--- src/rtl/divergent_scheduler_if.sv ---
// Handshake bundle between the SIMT core pipeline and the divergent warp scheduler.
// The pipeline side uses the master modport and the scheduler uses the slave modport.
interface divergent_scheduler_if #(
    parameter int unsigned THREADS_PER_BLOCK = 4,
    parameter int unsigned PC_BITS           = 8
);
    localparam int unsigned TcBits = $clog2(THREADS_PER_BLOCK + 1);

    logic                                       start;
    logic [TcBits-1:0]                          thread_count;
    logic                                       decoded_mem_read_enable;
    logic                                       decoded_mem_write_enable;
    logic                                       decoded_ret;
    logic [2:0]                                 fetcher_state;
    logic [THREADS_PER_BLOCK-1:0][1:0]          lsu_state;
    logic [THREADS_PER_BLOCK-1:0][PC_BITS-1:0]  next_pc;
    logic [PC_BITS-1:0]                         current_pc;
    logic [THREADS_PER_BLOCK-1:0]               thread_mask;
    logic [2:0]                                 core_state;
    logic                                       done;

    modport master (
        output start, thread_count, decoded_mem_read_enable, decoded_mem_write_enable,
        output decoded_ret, fetcher_state, lsu_state, next_pc,
        input  current_pc, thread_mask, core_state, done
    );

    modport slave (
        input  start, thread_count, decoded_mem_read_enable, decoded_mem_write_enable,
        input  decoded_ret, fetcher_state, lsu_state, next_pc,
        output current_pc, thread_mask, core_state, done
    );
endinterface

--- src/rtl/divergent_scheduler.sv ---
// Per-block instruction scheduler with per-lane PCs: divergent lanes are serialised and
// reconverge by always issuing the lowest PC among live lanes.
module divergent_scheduler #(
    parameter int unsigned THREADS_PER_BLOCK = 4,
    parameter int unsigned PC_BITS           = 8
) (
    input logic                  clk,
    input logic                  reset,
    divergent_scheduler_if.slave bus
);
    localparam int unsigned TcBits = $clog2(THREADS_PER_BLOCK + 1);

    localparam logic [2:0] FetcherFetched = 3'b010;
    localparam logic [1:0] LsuRequesting  = 2'b01;
    localparam logic [1:0] LsuWaiting     = 2'b10;

    typedef enum logic [2:0] {
        StIdle    = 3'b000,
        StFetch   = 3'b001,
        StDecode  = 3'b010,
        StRequest = 3'b011,
        StWait    = 3'b100,
        StExecute = 3'b101,
        StUpdate  = 3'b110,
        StDone    = 3'b111
    } state_e;

    state_e                                    state_q, state_d;
    logic [PC_BITS-1:0]                        current_pc_q, current_pc_d;
    logic [THREADS_PER_BLOCK-1:0]              thread_mask_q, thread_mask_d;
    logic                                      done_q, done_d;
    logic [THREADS_PER_BLOCK-1:0]              alive_q, alive_d;
    logic [THREADS_PER_BLOCK-1:0][PC_BITS-1:0] thread_pc_q, thread_pc_d;

    // Memory-op decode is informational only; fold it away so it is visibly consumed.
    logic unused_mem_decode;
    assign unused_mem_decode = bus.decoded_mem_read_enable ^ bus.decoded_mem_write_enable;

    logic [TcBits-1:0]                         tc_eff;
    logic [THREADS_PER_BLOCK-1:0]              launch_alive;
    logic                                      lsu_busy;
    logic [THREADS_PER_BLOCK-1:0]              upd_alive;
    logic [THREADS_PER_BLOCK-1:0][PC_BITS-1:0] upd_pc;
    logic [PC_BITS-1:0]                        min_pc;
    logic                                      min_found;
    logic [THREADS_PER_BLOCK-1:0]              min_mask;

    always_comb begin
        tc_eff = (bus.thread_count > TcBits'(THREADS_PER_BLOCK)) ?
                 TcBits'(THREADS_PER_BLOCK) : bus.thread_count;
        launch_alive = '0;
        for (int unsigned i = 0; i < THREADS_PER_BLOCK; i++) begin
            launch_alive[i] = (TcBits'(i) < tc_eff);
        end
    end

    // Only lanes issuing the current instruction can hold the pipeline in WAIT.
    always_comb begin
        lsu_busy = 1'b0;
        for (int unsigned i = 0; i < THREADS_PER_BLOCK; i++) begin
            if (thread_mask_q[i] &&
                (bus.lsu_state[i] == LsuRequesting || bus.lsu_state[i] == LsuWaiting)) begin
                lsu_busy = 1'b1;
            end
        end
    end

    // Post-update lane state and the reconvergence choice derived from it.
    always_comb begin
        upd_alive = alive_q;
        upd_pc    = thread_pc_q;
        for (int unsigned i = 0; i < THREADS_PER_BLOCK; i++) begin
            if (thread_mask_q[i]) begin
                if (bus.decoded_ret) begin
                    upd_alive[i] = 1'b0;
                end else begin
                    upd_pc[i] = bus.next_pc[i];
                end
            end
        end
        min_pc    = '0;
        min_found = 1'b0;
        for (int unsigned i = 0; i < THREADS_PER_BLOCK; i++) begin
            if (upd_alive[i] && (!min_found || upd_pc[i] < min_pc)) begin
                min_pc    = upd_pc[i];
                min_found = 1'b1;
            end
        end
        min_mask = '0;
        for (int unsigned i = 0; i < THREADS_PER_BLOCK; i++) begin
            min_mask[i] = upd_alive[i] && (upd_pc[i] == min_pc);
        end
    end

    always_comb begin
        state_d       = state_q;
        current_pc_d  = current_pc_q;
        thread_mask_d = thread_mask_q;
        done_d        = done_q;
        alive_d       = alive_q;
        thread_pc_d   = thread_pc_q;
        unique case (state_q)
            StIdle: begin
                if (bus.start) begin
                    if (tc_eff == '0) begin
                        state_d       = StDone;
                        done_d        = 1'b1;
                        thread_mask_d = '0;
                    end else begin
                        state_d       = StFetch;
                        alive_d       = launch_alive;
                        thread_pc_d   = '0;
                        current_pc_d  = '0;
                        thread_mask_d = launch_alive;
                    end
                end
            end
            StFetch: begin
                if (bus.fetcher_state == FetcherFetched) begin
                    state_d = StDecode;
                end
            end
            StDecode:  state_d = StRequest;
            StRequest: state_d = StWait;
            StWait: begin
                if (!lsu_busy) begin
                    state_d = StExecute;
                end
            end
            StExecute: state_d = StUpdate;
            StUpdate: begin
                alive_d     = upd_alive;
                thread_pc_d = upd_pc;
                if (!min_found) begin
                    state_d       = StDone;
                    done_d        = 1'b1;
                    thread_mask_d = '0;
                end else begin
                    state_d       = StFetch;
                    current_pc_d  = min_pc;
                    thread_mask_d = min_mask;
                end
            end
            StDone: ;
            default: state_d = StIdle;
        endcase
    end

    always_ff @(posedge clk) begin
        if (reset) begin
            state_q       <= StIdle;
            current_pc_q  <= '0;
            thread_mask_q <= '0;
            done_q        <= 1'b0;
            alive_q       <= '0;
            thread_pc_q   <= '0;
        end else begin
            state_q       <= state_d;
            current_pc_q  <= current_pc_d;
            thread_mask_q <= thread_mask_d;
            done_q        <= done_d;
            alive_q       <= alive_d;
            thread_pc_q   <= thread_pc_d;
        end
    end

    assign bus.core_state  = state_q;
    assign bus.current_pc  = current_pc_q;
    assign bus.thread_mask = thread_mask_q;
    assign bus.done        = done_q;
endmodule

--- src/flat_wrapper.sv ---
// flat-port wrapper written by rule: the top's interface ports become plain ports
module divergent_scheduler_flat 
#(
    parameter int unsigned THREADS_PER_BLOCK = 4,
    parameter int unsigned PC_BITS           = 8
)
  (clk, reset, bus_start, bus_thread_count, bus_decoded_mem_read_enable, bus_decoded_mem_write_enable, bus_decoded_ret, bus_fetcher_state, bus_lsu_state, bus_next_pc, bus_current_pc, bus_thread_mask, bus_core_state, bus_done);
  divergent_scheduler_if #(.THREADS_PER_BLOCK(THREADS_PER_BLOCK), .PC_BITS(PC_BITS)) bus_i ();
  input logic clk;
  input logic reset;
  input wire logic [$bits(bus_i.start)-1:0] bus_start;
  input wire logic [$bits(bus_i.thread_count)-1:0] bus_thread_count;
  input wire logic [$bits(bus_i.decoded_mem_read_enable)-1:0] bus_decoded_mem_read_enable;
  input wire logic [$bits(bus_i.decoded_mem_write_enable)-1:0] bus_decoded_mem_write_enable;
  input wire logic [$bits(bus_i.decoded_ret)-1:0] bus_decoded_ret;
  input wire logic [$bits(bus_i.fetcher_state)-1:0] bus_fetcher_state;
  input wire logic [$bits(bus_i.lsu_state)-1:0] bus_lsu_state;
  input wire logic [$bits(bus_i.next_pc)-1:0] bus_next_pc;
  output wire logic [$bits(bus_i.current_pc)-1:0] bus_current_pc;
  output wire logic [$bits(bus_i.thread_mask)-1:0] bus_thread_mask;
  output wire logic [$bits(bus_i.core_state)-1:0] bus_core_state;
  output wire logic [$bits(bus_i.done)-1:0] bus_done;
  assign bus_i.start = bus_start;
  assign bus_i.thread_count = bus_thread_count;
  assign bus_i.decoded_mem_read_enable = bus_decoded_mem_read_enable;
  assign bus_i.decoded_mem_write_enable = bus_decoded_mem_write_enable;
  assign bus_i.decoded_ret = bus_decoded_ret;
  assign bus_i.fetcher_state = bus_fetcher_state;
  assign bus_i.lsu_state = bus_lsu_state;
  assign bus_i.next_pc = bus_next_pc;
  assign bus_current_pc = bus_i.current_pc;
  assign bus_thread_mask = bus_i.thread_mask;
  assign bus_core_state = bus_i.core_state;
  assign bus_done = bus_i.done;
  divergent_scheduler #(.THREADS_PER_BLOCK(THREADS_PER_BLOCK), .PC_BITS(PC_BITS)) u_core (.clk(clk), .reset(reset), .bus(bus_i));
endmodule
--- config.mk ---
export PLATFORM = sky130hd
export DESIGN_NAME = divergent_scheduler_flat
export DESIGN_NICKNAME = d
export VERILOG_FILES = /design/src/rtl/divergent_scheduler_if.sv /design/src/rtl/divergent_scheduler.sv /design/src/flat_wrapper.sv
export SDC_FILE = /design/constraint.sdc
export NUM_CORES = 1
export LEC_CHECK = 0
export BUFFER_PORTS_ARGS = -buffer_cell sky130_fd_sc_hd__buf_2
export CAP_MARGIN = 15
export CORE_UTILIZATION = 59
export CTS_BUF_LIST = sky130_fd_sc_hd__clkbuf_8
export CTS_CLUSTER_DIAMETER = 50
export CTS_CLUSTER_SIZE = 10
export DETAILED_ROUTE_END_ITERATION = 6
export PLACE_DENSITY = 0.91
export SYNTH_ARGS = -nofsm -noshare
export SYNTH_HDL_FRONTEND = slang
export SYNTH_SLANG_ARGS = --single-unit
--- constraint.sdc ---
create_clock -name clk -period 7.8 [get_ports clk]
set_clock_uncertainty 0.2 [all_clocks]
set_input_delay 0.39 -clock clk [delete_from_list [all_inputs] [get_ports clk]]
set_output_delay 0.39 -clock clk [all_outputs]
set_load 0.05 [all_outputs]
* After elaboration in Yosys (flattened, before gate mapping) *
Index checks and enable logic that the tools add are counted.

word-level totals
  register bits = 52
  input bits = 52
  output and inout bits = 16

operators by class
  $lt $le $gt $ge = 8
  equal/unequal tests = 26
  muxes and demuxes = 53
  reduce and logical (&&, ||, !) cells = 30

operators with widths
  cell                  number
  $mux W8               15
  $mux W32              2
  $pmux W32 S2          1
  $eq A8 B8 Y1          4
  $lt A8 B8 Y1          3
  $pmux W3 S7           1
  $mux W4               5
  $mux W1               19
  $mux W3               6
  $pmux W4 S2           2
  $pmux W8 S2           1
  $reduce_and A4 Y1     3
  $logic_and A1 B1 Y1   11
  $eq A3 B2 Y1 const B  3
  $eq A3 B3 Y1 const B  3
  $eq A2 B1 Y1 const B  4
  $eq A2 B2 Y1 const B  4
  $ne A2 B2 Y1 const B  4
  $logic_or A1 B1 Y1    7
  $reduce_bool A7 Y1    1
  $logic_not A3 Y1      2
  $lt A1 B3 Y1 const A  2
  $lt A2 B3 Y1 const A  2
  $ne A2 B1 Y1 const B  3
  other kinds (7)       9

* Logic depth before layout (Yosys ltp) *
Gate-level depths: netlist of run 1.

  depth after elaboration = 19
  mapped depth = 35

* Worst setup path after synthesis of run 1 *
No wires, ideal clock.

  kind = reg2reg
  start point = register u_core.thread_mask_q[0] (netlist: u_core.bus.thread_mask[0])
  end point = register u_core.thread_mask_q[0] (netlist: u_core.bus.thread_mask[0])
  setup time = 0.088 ns
  arrival = 6.913 ns
  required time = 7.512 ns
  path slack = 0.598 ns
  stages on the path, launching flop included = 32
  buffers on the path = 3
  clock period less this slack = 7.202 ns
  path through = dfxtp_1 nor2b_1 buf_4 buf_2 mux2i_1 nor2_1 inv_1 ha_1 a21oi_1 o21ai_0 or2_2 o21ai_2 a32oi_1 ha_1 a21oi_1 o21ai_0 a211oi_1 a22oi_1 a21bo_1 buf_4 mux2i_1 inv_1 ha_1 nor2_1 a211o_1 a21oi_1 nor2b_1 a31oi_4 mux2_2 xnor2_1 or4_1 o32ai_2

between the ends
  cells in the longest elaborated chain, start to end = 18
  elaborated cells on any way between the ends = 26
  classes of those cells = 3 x order compare; 1 x eq/ne; 12 x mux; 10 x reduce/logical

RTL lines
  what                                              line                        RTL
  start: declaration                                divergent_scheduler.sv:30   logic [THREADS_PER_BLOCK-1:0] thread_mask_q, thread_mask_d;
  start signal: assignment                          divergent_scheduler.sv:160  thread_mask_q <= thread_mask_d;
  $mux W8 or $mux W1 (tied branches)                divergent_scheduler.sv:73   if (thread_mask_q[i]) begin
  $mux W8 or $mux W1 (tied branches)                divergent_scheduler.sv:84   if (upd_alive[i] && (!min_found || upd_pc[i] < min_pc)) begin
  $lt A8 B8 Y1 or $logic_not A1 Y1 (tied branches)  divergent_scheduler.sv:84
  $logic_or A1 B1 Y1                                divergent_scheduler.sv:84
  $logic_and A1 B1 Y1                               divergent_scheduler.sv:84
  $mux W8 or $mux W1 (tied branches)                divergent_scheduler.sv:84
  $lt A8 B8 Y1 or $logic_not A1 Y1 (tied branches)  divergent_scheduler.sv:84
  $logic_or A1 B1 Y1                                divergent_scheduler.sv:84
  [2 not listed]                                    --
  $lt A8 B8 Y1 or $logic_not A1 Y1 (tied branches)  divergent_scheduler.sv:84
  $logic_or A1 B1 Y1                                divergent_scheduler.sv:84
  $logic_and A1 B1 Y1                               divergent_scheduler.sv:84
  $mux W8                                           divergent_scheduler.sv:84
  $eq A8 B8 Y1                                      divergent_scheduler.sv:91   min_mask[i] = upd_alive[i] && (upd_pc[i] == min_pc);
  $logic_and A1 B1 Y1                               divergent_scheduler.sv:91
  $mux W4 *                                         divergent_scheduler.sv:134  if (!min_found) begin
  $pmux W4 S2 *                                     divergent_scheduler.sv:102  unique case (state_q)

Every way passes the cells marked *; elsewhere a longest branch is shown, timed or not.
A chain may end at the register's enable or synchronous reset.

* Worst setup path after layout of run 1 *
Same ends and word-level chain as after synthesis.

==> results.md, run 1 <==
- Port buffer count: 65
- CP required: between 7 and 8 ns
- Setup TNS: 0 ns
- Grt total ovfl: 0
- Nets: about 660
- Yosys top cell area share: 0.247
- Ys Warns: 0
- Cell area power density: 158 mW/mm^2
- Hold Fails Final Rpt: 0
- Antenna Nets Post-Route: 0
- Initial antenna violation count: 0
- Final Non-Filler Cells: 687
- Clock-pin slew on the worst setup and hold paths: 0.11 ns
- GRT Overall Usage: 0.337
- LEAKAGE: between 2 and 2.5 nW
- Placed Cells: ~680
- Clock latency on the worst-skew pair: between 0.3 and 0.4 ns
- Fin. max-slew vios: 0
- Status: finished, final reports clean
- Initial Utilization: 0.617
- Most common cell after layout, fill and taps aside: nor2_1
- Avg Inst Size Synth: approximately 8.2 um^2
- Share of cells above drive strength 1: 0.252
- DR vias: ~4300
- Final Wtd Congestion: approximately 0.97
- Die Ht: around 87 um
- RSZ-0062 raised after global routing: false
- Slowest cell on crit path: or4_1
- Vias in the first global route: between 3000 and 4000
- Hold Path Class: input port to flop
- CP Buf/Inv Count: 4
- Clk buf depth: 2
- Post-DR vias/cell: about 6.3
- Largest net degree at the start of global routing: 54
- Pre-antenna DRT Iters: 5
- Kind of critical path: flop to flop
- Num ports: slightly below 70
- CTS Buf Count: 5
- Site Rows: 30
- Cells after synthesis: ~510
- Post-DP HPWL: ~10000 um
- Slew Limit Headroom: 0.354
- Avg WL per Cell: between 15 and 20 um
- Final min period: 7.34 ns
- Synth cell types: 71
- Core ar.: 0.00683 mm^2
- Async S/R FF share, synth: 0
- Synthesis-to-finish area growth: 15.9%
- Crit path largest cell delay: around 0.55 ns
- Area after DPL: 0.00477 mm^2
- Mapped Area: about 0.0042 mm^2
- Peak VDD IR: slightly above 0.09 mV
- Post-CTS Resized: 0
- Worst setup SP type: flop
- Fin crit share: 0.941
- First-pass GRT wire length: a little under 20000 um
- Data arrival, critical path: 7.38 ns
- Post-Place Worst Slack: approximately 0.15 ns
- Register bit total from synthesis: 52
- Critical path endpoint category: flop
- CTS H-Tree Depth: 2
- Post-Layout Inst Area: between 0.004 and 0.005 mm^2
- Clk root buf: clkbuf_8
- Actual slew at the worst max-slew pin: between 0.9 and 1 ns
- Yosys top cell by area: dfxtp_1
- Synthesized Nets: around 590
- Routed wire length: about 13000 um
- Synth top area cells: dfxtp_1, nor2_1, a22oi_1, mux2i_1, ha_1
- Number of enable flip-flop cells after synthesis: 0
- DIE AREA: about 0.0075 mm^2
- Postcts setup bufs: 0
- Synth Flop Type: dfxtp_1
- Setup violators final: 0
- CTS tree: built
- Die X-Extent: slightly below 90 um
- Maximum fanout along the worst path: 16
- DR iter-0 viols: between 400 and 500
- Max-Cap Viols: 0
- N_diodes: 0
- Most frequent cells in the layout: nor2_1, buf_2, dfxtp_1, a22oi_1, inv_1
- Hold bufs inserted after CTS: 0
- Seq/Total Area, Yosys: 0.247
- Achievable Freq: 0.136 GHz
- Delay-heaviest family, CP: compound AO/OA/AOI/OAI gates
- DRC: 0
- Crit path setup slack, layout: approximately 0.46 ns
- Total clock sinks: 52
-- stage by stage --
| stage | power (mW) | hold WS, ns | utilization |
|---|---|---|---|
| floorplan | 0.513 | 0.249 | - |
| global placement | 0.589 | 0.262 | 0.699 |
| detailed placement | 0.597 | 0.273 | 0.699 |
| CTS | 0.764 | 0.146 | 0.712 |
| global route | 0.806 | 0.154 | 0.715 |
| finish | 0.773 | 0.135 | 0.715 |
-- tightest hold or removal path, stage by stage --
cell and delay (ns):
buf_2 0.09, a32oi_1 0.08, nor2_1 0.07
-- final timing paths --
kind / from / endpoint / slack, ns / depth (start not counted)
setup / recovery: u_core.bus.thread_mask[0]$_SDFFE_PP0P_ / u_core.bus.thread_mask[0]$_SDFFE_PP0P_ / 0.46 / 31
hold / removal: bus_next_pc[5] / u_core.thread_pc_q[5]$_SDFFE_PP0P_ / 0.14 / 3
setup reg to reg: u_core.bus.thread_mask[0]$_SDFFE_PP0P_ / u_core.bus.thread_mask[0]$_SDFFE_PP0P_ / 0.46 / 31
hold reg to reg: u_core.thread_pc_q[5]$_SDFFE_PP0P_ / u_core.thread_pc_q[5]$_SDFFE_PP0P_ / 0.30 / 2
-- routing by layer --
layer	vias up	wire, um	track usage
li1	2065	-	-
met4	0	387	0.138
met5	-	0	0
met3	34	724	0.0390
met2	186	6190	0.552
met1	2059	5730	0.450
-- sequential cells by signal, indices dropped and copies added (netlist names) --
register and flops:
u_core.thread_pc_q 32, u_core.bus.core_state 3, u_core.bus.done 1, u_core.bus.thread_mask 4, u_core.bus.current_pc 8, u_core.alive_q 4
-- cells in the mapped netlist, types with 3 or more instances --
cell type / number
nor3_1: 7
nand4_1: 4
clkbuf_1: 13
xor2_1: 6
inv_1: 29
o21ai_2: 3
a21boi_0: 3
a22oi_1: 39
buf_1: 3
or2_2: 3
nor3b_1: 3
xnor2_1: 13
nand2_1: 23
o211ai_1: 3
a21oi_1: 27
mux2_4: 5
buf_2: 4
a22o_1: 3
o22ai_1: 10
a32oi_1: 7
dfxtp_1: 52
mux2_2: 15
o21ai_0: 17
nor2_1: 80
a222oi_1: 3
nor2b_1: 6
a31oi_1: 5
a221oi_1: 3
mux2i_1: 28
nand2b_1: 5
ha_1: 21
buf_4: 4
nand3_1: 6
a211oi_1: 8
a2bb2oi_1: 3
o21bai_1: 3
-- kinds of logic (layout without fill, tap and decap cells) --
group                    count (synthesis)  after routing  synth area share
AND/OR/NAND/NOR                        147            147             0.161
XOR/XNOR                                19             19            0.0395
adder cells (fa/ha/maj)                 21             21            0.0623
flip-flops                              52             52             0.247
AO/OA/AOI/OAI                          170            170             0.304
buffers and inverters                   55            132            0.0555
multiplexers                            50             50             0.131
-- report_power, final --
part	total, mW	internal, mW	switching, mW
Clock	0.171	0.0664	0.105
Combinational	0.314	0.121	0.192
Sequential	0.288	0.275	0.0136
-- cell type report --
cell class	instances	area (um^2)
Multi-Input combinational cell	407	2960
Inverter	30	113
Fill cell	575	1950
Sequential cell	52	1040
Clock buffer	5	68.8
Tap cell	96	120
Clock inverter	3	26.3
Timing Repair Buffer	94	559
Power figures use the tool's default switching activity.
==> inputs of run 2 (changes only) <==
--- a/config.mk
+++ b/config.mk
@@ -5,6 +5,7 @@
 export SDC_FILE = /design/constraint.sdc
 export NUM_CORES = 1
 export LEC_CHECK = 0
+export ABC_AREA = 1
 export BUFFER_PORTS_ARGS = -buffer_cell sky130_fd_sc_hd__buf_2
 export CAP_MARGIN = 15
 export CORE_UTILIZATION = 59
==> results.md, run 2 <==
- Clock latency on the worst-skew pair: 0.32 ns (about the same)
- Most Used Layer, Global Route: met2 (unchanged)
- Total clock sinks: 52 (unchanged)
- Hold bufs inserted after CTS: 0 (unchanged)
- Mapped Area: 0.00405 mm^2 (was 0.00422 mm^2)
- Most common cell on crit path: nand2_1
- Largest net degree at the start of global routing: 50 (was 54)
- Clk root buf: clkbuf_8 (unchanged)
- Synth top area cells: dfxtp_1, nand2_1, inv_1, nor2_1, ha_1 (was dfxtp_1, nor2_1, a22oi_1, mux2i_1, ha_1)
- Port buffer count: 65 (unchanged)
- Post-DP HPWL: 9320 um (was 10000 um)
- Vias in the first global route: 4134 (was 3892)
- Ys Warns: 0 (unchanged)
- Max-Cap Viols: 0 (unchanged)
- Routed wire length: 12100 um (was 13000 um)
- Number of enable flip-flop cells after synthesis: 0 (unchanged)
- Pre-antenna DRT Iters: 7 (was 5)
- Worst Hold Endpoint: u_core.alive_q[0]$_SDFFE_PP0P_ (was u_core.thread_pc_q[5]$_SDFFE_PP0P_)
- DR vias: 4555 (was 4344)
- Clock-pin slew on the worst setup and hold paths: 0.10 ns (was 0.11 ns)
- Worst setup SP type: flop (unchanged)
- Actual slew at the worst max-slew pin: 1.05 ns (was 0.969 ns)
- Avg Inst Size Synth: 5.97 um^2 (was 8.20 um^2)
- Share of power burned in registers: 0.188 (was 0.373)
- Top reg by flops: u_core.thread_pc_q (unchanged)
- Maximum fanout along the worst path: 20 (was 16)
- Nets: 805 (was 663)
- R2R setup slack: 0.95 ns (was 0.46 ns)
- Hold depth: 4 (was 3)
- N_diodes: 0 (unchanged)
- Final Wtd Congestion: 1.00 (was 0.971)
- Synthesis-to-finish area growth: 11.2% (was 15.9%)
- Most common cell in the netlist: nand2_1 (was nor2_1)
- Final min period: 6.85 ns (was 7.34 ns)
- Sw frac: 0.580 (was 0.402)
- Share of cells above drive strength 1: 0.141 (was 0.252)
- CTS Buf Count: 5 (unchanged)
- Setup TNS: 0 ns (unchanged)
- Hold Fails Final Rpt: 0 (unchanged)
- Antenna Nets Post-Route: 0 (unchanged)
- Max reg flops: 32 (unchanged)
- Cell area power density: 387 mW/mm^2 (was 158 mW/mm^2)
- Setup violators final: 0 (unchanged)
- Num ports: 68 (unchanged)
- Post-DR vias/cell: 5.63 (was 6.32)
- Hold Path Class: input port to flop (unchanged)
- Most common cell after layout, fill and taps aside: nand2_1 (was nor2_1)
- Yosys top cell area share: 0.257 (was 0.247)
- Seq/Total Area, Yosys: 0.257 (was 0.247)
- Slew Limit Headroom: 0.298 (was 0.354)
- Async S/R FF share, synth: 0 (unchanged)
- Critical path endpoint category: flop (unchanged)
- Clk buf depth: 2 (unchanged)
- Core ar.: 0.00649 mm^2 (was 0.00683 mm^2)
- Die Ht: 84.8 um (was 86.5 um)
- Worst r2r src: u_core.bus.thread_mask[1]$_SDFFE_PP0P_ (was u_core.bus.thread_mask[0]$_SDFFE_PP0P_)
- CP required: 7.86 ns (was 7.84 ns)
- Internal power: 0.731 mW (was 0.462 mW)
- Initial antenna violation count: 0 (unchanged)
- RSZ-0062 raised after global routing: false (unchanged)
- DRC: 5 (was 0)
- Die X-Extent: 84.8 um (was 86.5 um)
- Failing checks: DRC
- Status: finished, violations left (was finished, final reports clean)
- CTS tree: built (unchanged)
- Avg WL per Cell: 15.0 um (was 19.0 um)
- Post-CTS Resized: 0 (unchanged)
- R2R cell count: 37 (was 31)
- Min-delay src: bus_start (was bus_next_pc[5])
- Data arrival, critical path: 6.90 ns (was 7.38 ns)
- First-pass GRT wire length: 19400 um (was 19500 um)
- Combinational share of power: 0.717 (was 0.406)
- Yosys top cell by area: dfxtp_1 (unchanged)
- Slowest cell on crit path: o21ai_0 (was or4_1)
- Beginning of the critical path: u_core.bus.thread_mask[1]$_SDFFE_PP0P_ (was u_core.bus.thread_mask[0]$_SDFFE_PP0P_)
- Cells after synthesis: 678 (was 514)
- DIE AREA: 0.00720 mm^2 (was 0.00749 mm^2)
- DR iter-0 viols: 426 (was 423)
- Initial Utilization: 0.623 (was 0.617)
- Fin crit share: 0.878 (was 0.941)
- Crit path largest cell delay: 0.54 ns (was 0.55 ns)
- M1 GR Usage: 0.435 (was 0.450)
- GRT Overall Usage: 0.344 (was 0.337)
- Achievable Freq: 0.146 GHz (was 0.136 GHz)
- Postcts setup bufs: 0 (unchanged)
- Synth cell types: 32 (was 71)
- Hold slack: 0.252 ns (was 0.135 ns)
- Most frequent cells after synthesis: nand2_1, inv_1, nor2_1 (was nor2_1, dfxtp_1, a22oi_1)
- Peak VDD IR: 0.158 mV (was 0.0919 mV)
- Most frequent cells in the layout: nand2_1, inv_1, nor2_1, buf_2, dfxtp_1 (was nor2_1, buf_2, dfxtp_1, a22oi_1, inv_1)
- Grt total ovfl: 0 (unchanged)
- Clock power frac: 0.095 (was 0.222)
- Kind of critical path: flop to flop (unchanged)
- Site Rows: 29 (was 30)
- Fin. max-slew vios: 0 (unchanged)
- RR Endpoint: u_core.bus.thread_mask[1]$_SDFFE_PP0P_ (was u_core.bus.thread_mask[0]$_SDFFE_PP0P_)
- P_sw: 1.01 mW (was 0.311 mW)
- Met3 GRT Util: 0.0700 (was 0.0390)
- CTS H-Tree Depth: 2 (unchanged)
- Synth Flop Type: dfxtp_1 (unchanged)
- Register bit total from synthesis: 52 (unchanged)
- Synthesized Nets: 751 (was 587)
- LEAKAGE: 2.48 nW (was 2.06 nW)
- GR Layer Usage met2: 0.581 (was 0.552)
## run 2: worst max path at each step
stage / to / slack [ns] / cells after the start
after floorplan: u_core.bus.thread_mask[2]$_SDFFE_PP0P_ / 2.11 / 41
after global placement: u_core.bus.thread_mask[1]$_SDFFE_PP0P_ / 1.08 / 37
after detailed placement: u_core.bus.thread_mask[1]$_SDFFE_PP0P_ / 1.09 / 37
after CTS: u_core.bus.thread_mask[1]$_SDFFE_PP0P_ / 1.22 / 37
after global routing: u_core.bus.thread_mask[1]$_SDFFE_PP0P_ / 0.39 / 36
final: u_core.bus.thread_mask[1]$_SDFFE_PP0P_ / 0.95 / 37
## run 2: metrics by stage
stage | setup slack (ns) | power [mW] | instance area (um^2) | utilization | std cells
after floorplan | 2.11 | 1.24 | 4050 | - | 678
after global placement | 1.08 | 1.52 | 4410 | 0.679 | 802
after detailed placement | 1.09 | 1.55 | 4410 | 0.679 | 802
after CTS | 1.22 | 1.71 | 4500 | 0.693 | 809
after global routing | 0.386 | 1.90 | 4500 | 0.693 | 809
final | 0.954 | 1.74 | 4500 | 0.693 | 809
## run 2: power by group through the flow
stage / Clock (mW) / Combinational (mW) / Sequential, mW
after floorplan: 0 / 0.853 / 0.389
after global placement: 0 / 1.19 / 0.331
after detailed placement: 0 / 1.21 / 0.333
after CTS: 0.168 / 1.22 / 0.327
after global routing: 0.175 / 1.39 / 0.332
final: 0.165 / 1.25 / 0.328
## run 2: cell families after synthesis
group,after synthesis,synth area share
AO/OA/AOI/OAI,142,0.209
adder cells (fa/ha/maj),21,0.0649
buffers and inverters,126,0.120
flip-flops,52,0.257
multiplexers,1,0.00247
AND/OR/NAND/NOR,336,0.347
## run 2: critical path, delay by kind of cell, from the launching register on
family / cells / cell delay [ns]
AO/OA/AOI/OAI: 7 / 2.27
adder cells (fa/ha/maj): 3 / 0.99
buffers and inverters: 2 / 0.22
flip-flops: 1 / 0.49
AND/OR/NAND/NOR: 25 / 2.60
## run 2: per-layer routing
metal / up-vias / wire (um)
met5: - / 0
met4: 0 / 373
met3: 31 / 1040
met2: 209 / 5610
met1: 2021 / 5070
li1: 2294 / -
## run 2: cell type report
cell class / count / area [um^2]
multi-input cells: 500 / 2520
fillers: 604 / 1990
flip-flops and latches: 52 / 1040
inverters: 103 / 387
repair buffers: 70 / 363
well taps: 77 / 96.3
clock buffers: 6 / 82.6
clock inverters: 1 / 8.76
==> inputs of run 3 (changes only) <==
--- a/config.mk
+++ b/config.mk
@@ -8,12 +8,12 @@
 export ABC_AREA = 1
 export BUFFER_PORTS_ARGS = -buffer_cell sky130_fd_sc_hd__buf_2
 export CAP_MARGIN = 15
-export CORE_UTILIZATION = 59
+export CORE_UTILIZATION = 50
 export CTS_BUF_LIST = sky130_fd_sc_hd__clkbuf_8
 export CTS_CLUSTER_DIAMETER = 50
 export CTS_CLUSTER_SIZE = 10
 export DETAILED_ROUTE_END_ITERATION = 6
-export PLACE_DENSITY = 0.91
+export PLACE_DENSITY = 0.8
 export SYNTH_ARGS = -nofsm -noshare
 export SYNTH_HDL_FRONTEND = slang
 export SYNTH_SLANG_ARGS = --single-unit
==> results.md, run 3 (synthesis gave the netlist of run 2 again) <==
- Site Rows: 32 (was 29)
- Most frequent cells in the layout: nand2_1, inv_1, nor2_1, buf_2, dfxtp_1 (unchanged)
- Final Wtd Congestion: 0.978 (was 1.00)
- Initial antenna violation count: 0 (unchanged)
- Most common cell on crit path: nand2_1 (unchanged)
- Avg WL per Cell: 15.0 um (about the same)
- Synthesis-to-finish area growth: 12.6% (was 11.2%)
- Post-DR vias/cell: 5.37 (was 5.63)
- RSZ-0062 raised after global routing: false (unchanged)
- Slew Limit Headroom: 0.260 (was 0.298)
- Actual slew at the worst max-slew pin: 1.10 ns (was 1.05 ns)
- Peak VDD IR: 0.171 mV (was 0.158 mV)
- Internal power: 0.757 mW (was 0.731 mW)
- Sw frac: 0.575 (was 0.580)
- Routed wire length: 12500 um (was 12100 um)
- Port buffer count: 65 (unchanged)
- Fillers: 828 (was 604)
- Clock latency on the worst-skew pair: 0.32 ns (about the same)
- Grt total ovfl: 0 (unchanged)
- Post-Layout Inst Area: 0.00456 mm^2 (was 0.00450 mm^2)
- Combinational share of power: 0.710 (was 0.717)
- Post-DP HPWL: 9810 um (was 9320 um)
- DR iter-0 viols: 321 (was 426)
- Top reg by flops: u_core.thread_pc_q (unchanged)
- Critical path endpoint category: flop (unchanged)
- P_sw: 1.02 mW (was 1.01 mW)
- Data arrival, critical path: 6.88 ns (was 6.90 ns)
- Maximum fanout along the worst path: 20 (unchanged)
- Die X-Extent: 92.0 um (was 84.8 um)
- Hold bufs inserted after CTS: 0 (unchanged)
- Largest net degree at the start of global routing: 50 (unchanged)
- Max reg flops: 32 (unchanged)
- Fin crit share: 0.877 (was 0.878)
- Slowest cell on crit path: dfxtp_1 (was o21ai_0)
- Num ports: 68 (unchanged)
- Clock power frac: 0.107 (was 0.095)
- Achievable Freq: 0.146 GHz (about the same)
- Setup violators final: 0 (unchanged)
- CP required: 7.84 ns (was 7.86 ns)
- Share of cells above drive strength 1: 0.142 (was 0.141)
- Pre-antenna DRT Iters: 5 (was 7)
- Initial Utilization: 0.521 (was 0.623)
- CTS tree: built (unchanged)
- Kind of critical path: flop to flop (unchanged)
- Clock-pin slew on the worst setup and hold paths: 0.11 ns (was 0.10 ns)
- DR vias: 4488 (was 4555)
- Final min period: 6.84 ns (was 6.85 ns)
- Register Area: 0.00104 mm^2 (unchanged)
- Core ar.: 0.00777 mm^2 (was 0.00649 mm^2)
- Nets: 805 (unchanged)
- Post-CTS Resized: 0 (unchanged)
- GRT Overall Usage: 0.306 (was 0.344)
- Area after DPL: 0.00445 mm^2 (was 0.00441 mm^2)
- Setup TNS: 0 ns (unchanged)
- Most common cell after layout, fill and taps aside: nand2_1 (unchanged)
- Clk buf depth: 2 (unchanged)
- Max-Cap Viols: 0 (unchanged)
- Hold Fails Final Rpt: 0 (unchanged)
- Die Ht: 92.0 um (was 84.8 um)
- Multi-input gate area in the final layout: 0.00253 mm^2 (was 0.00252 mm^2)
- DRC: 0 (was 5)
- Vias in the first global route: 4008 (was 4134)
- Postcts setup bufs: 0 (unchanged)
- Share of power burned in registers: 0.183 (was 0.188)
- Cell area power density: 391 mW/mm^2 (was 387 mW/mm^2)
- First-pass GRT wire length: 20100 um (was 19400 um)
- CTS Buf Count: 5 (unchanged)
- Antenna Nets Post-Route: 0 (unchanged)
- N_diodes: 0 (unchanged)
- Status: finished, final reports clean (was finished, violations left)
- Total power: 1.78 mW (was 1.74 mW)
- Total clock sinks: 52 (unchanged)
- DIE AREA: 0.00846 mm^2 (was 0.00720 mm^2)
- Crit path largest cell delay: 0.50 ns (was 0.54 ns)
- Fin. max-slew vios: 0 (unchanged)
- CTS H-Tree Depth: 2 (unchanged)
- Clk root buf: clkbuf_8 (unchanged)
- Worst setup SP type: flop (unchanged)
- LEAKAGE: 2.49 nW (was 2.48 nW)
- Hold Path Class: input port to flop (unchanged)
-- run 3: cell types whose count changed in the layout (fill, tap and decap cells not counted), sizes merged --
cell      previous run  this run
clkinvlp             0         1
bufinv               0         1
clkbuf               6         5
-- run 3: worst paths after layout --
path | startpoint | endpoint | slack (ns) | cells past startpoint
worst max-delay path | u_core.bus.thread_mask[1]$_SDFFE_PP0P_ | u_core.bus.thread_mask[1]$_SDFFE_PP0P_ | 0.96 | 37
worst max register to register | u_core.bus.thread_mask[1]$_SDFFE_PP0P_ | u_core.bus.thread_mask[1]$_SDFFE_PP0P_ | 0.96 | 37
worst min-delay path | bus_start | u_core.alive_q[0]$_SDFFE_PP0P_ | 0.23 | 4
worst min register to register | u_core.bus.current_pc[4]$_SDFFE_PP0P_ | u_core.bus.current_pc[4]$_SDFFE_PP0P_ | 0.27 | 2
-- run 3: power groups by stage --
| stage | registers [mW] | clock network (mW) | logic [mW] |
|---|---|---|---|
| finish | 0.326 | 0.190 | 1.27 |
| detailed placement | 0.332 | 0 | 1.25 |
| floorplan | 0.389 | 0 | 0.853 |
| global route | 0.331 | 0.203 | 1.41 |
| global placement | 0.330 | 0 | 1.23 |
| CTS | 0.326 | 0.195 | 1.25 |
-- run 3: area by class of cell --
cell class                 count  share of cell area
clock inverter                 3             0.00933
clock buffer                   5              0.0151
inverter                     103              0.0848
sequential                    52               0.228
tap                          102              0.0280
multi-input combinational    500               0.555
timing repair buffer          70              0.0796
-- run 3: per-layer routing --
layer,GRT usage,vias up,share of wire
li1,-,2296,-
met5,0,-,0
met4,0.0729,0,0.014
met1,0.402,2035,0.45
met2,0.530,142,0.47
met3,0.0365,15,0.059
-- run 3: critical path, delay by kind of cell, from the launching register on --
family	cells	cell delay (ns)
adder cells (fa/ha/maj)	3	0.94
buffers and inverters	2	0.30
AND/OR/NAND/NOR	23	2.62
flip-flops	1	0.50
AO/OA/AOI/OAI	9	2.21
-- run 3: stage by stage --
| stage | std cells | util | worst slack, ns | hold slack, ns |
|---|---|---|---|---|
| floorplan | 678 | - | 2.11 | 0.231 |
| global placement | 827 | 0.572 | 0.935 | 0.243 |
| detailed placement | 827 | 0.572 | 0.975 | 0.255 |
| CTS | 835 | 0.587 | 1.15 | 0.221 |
| global route | 835 | 0.587 | 0.477 | 0.257 |
| finish | 835 | 0.587 | 0.962 | 0.232 |
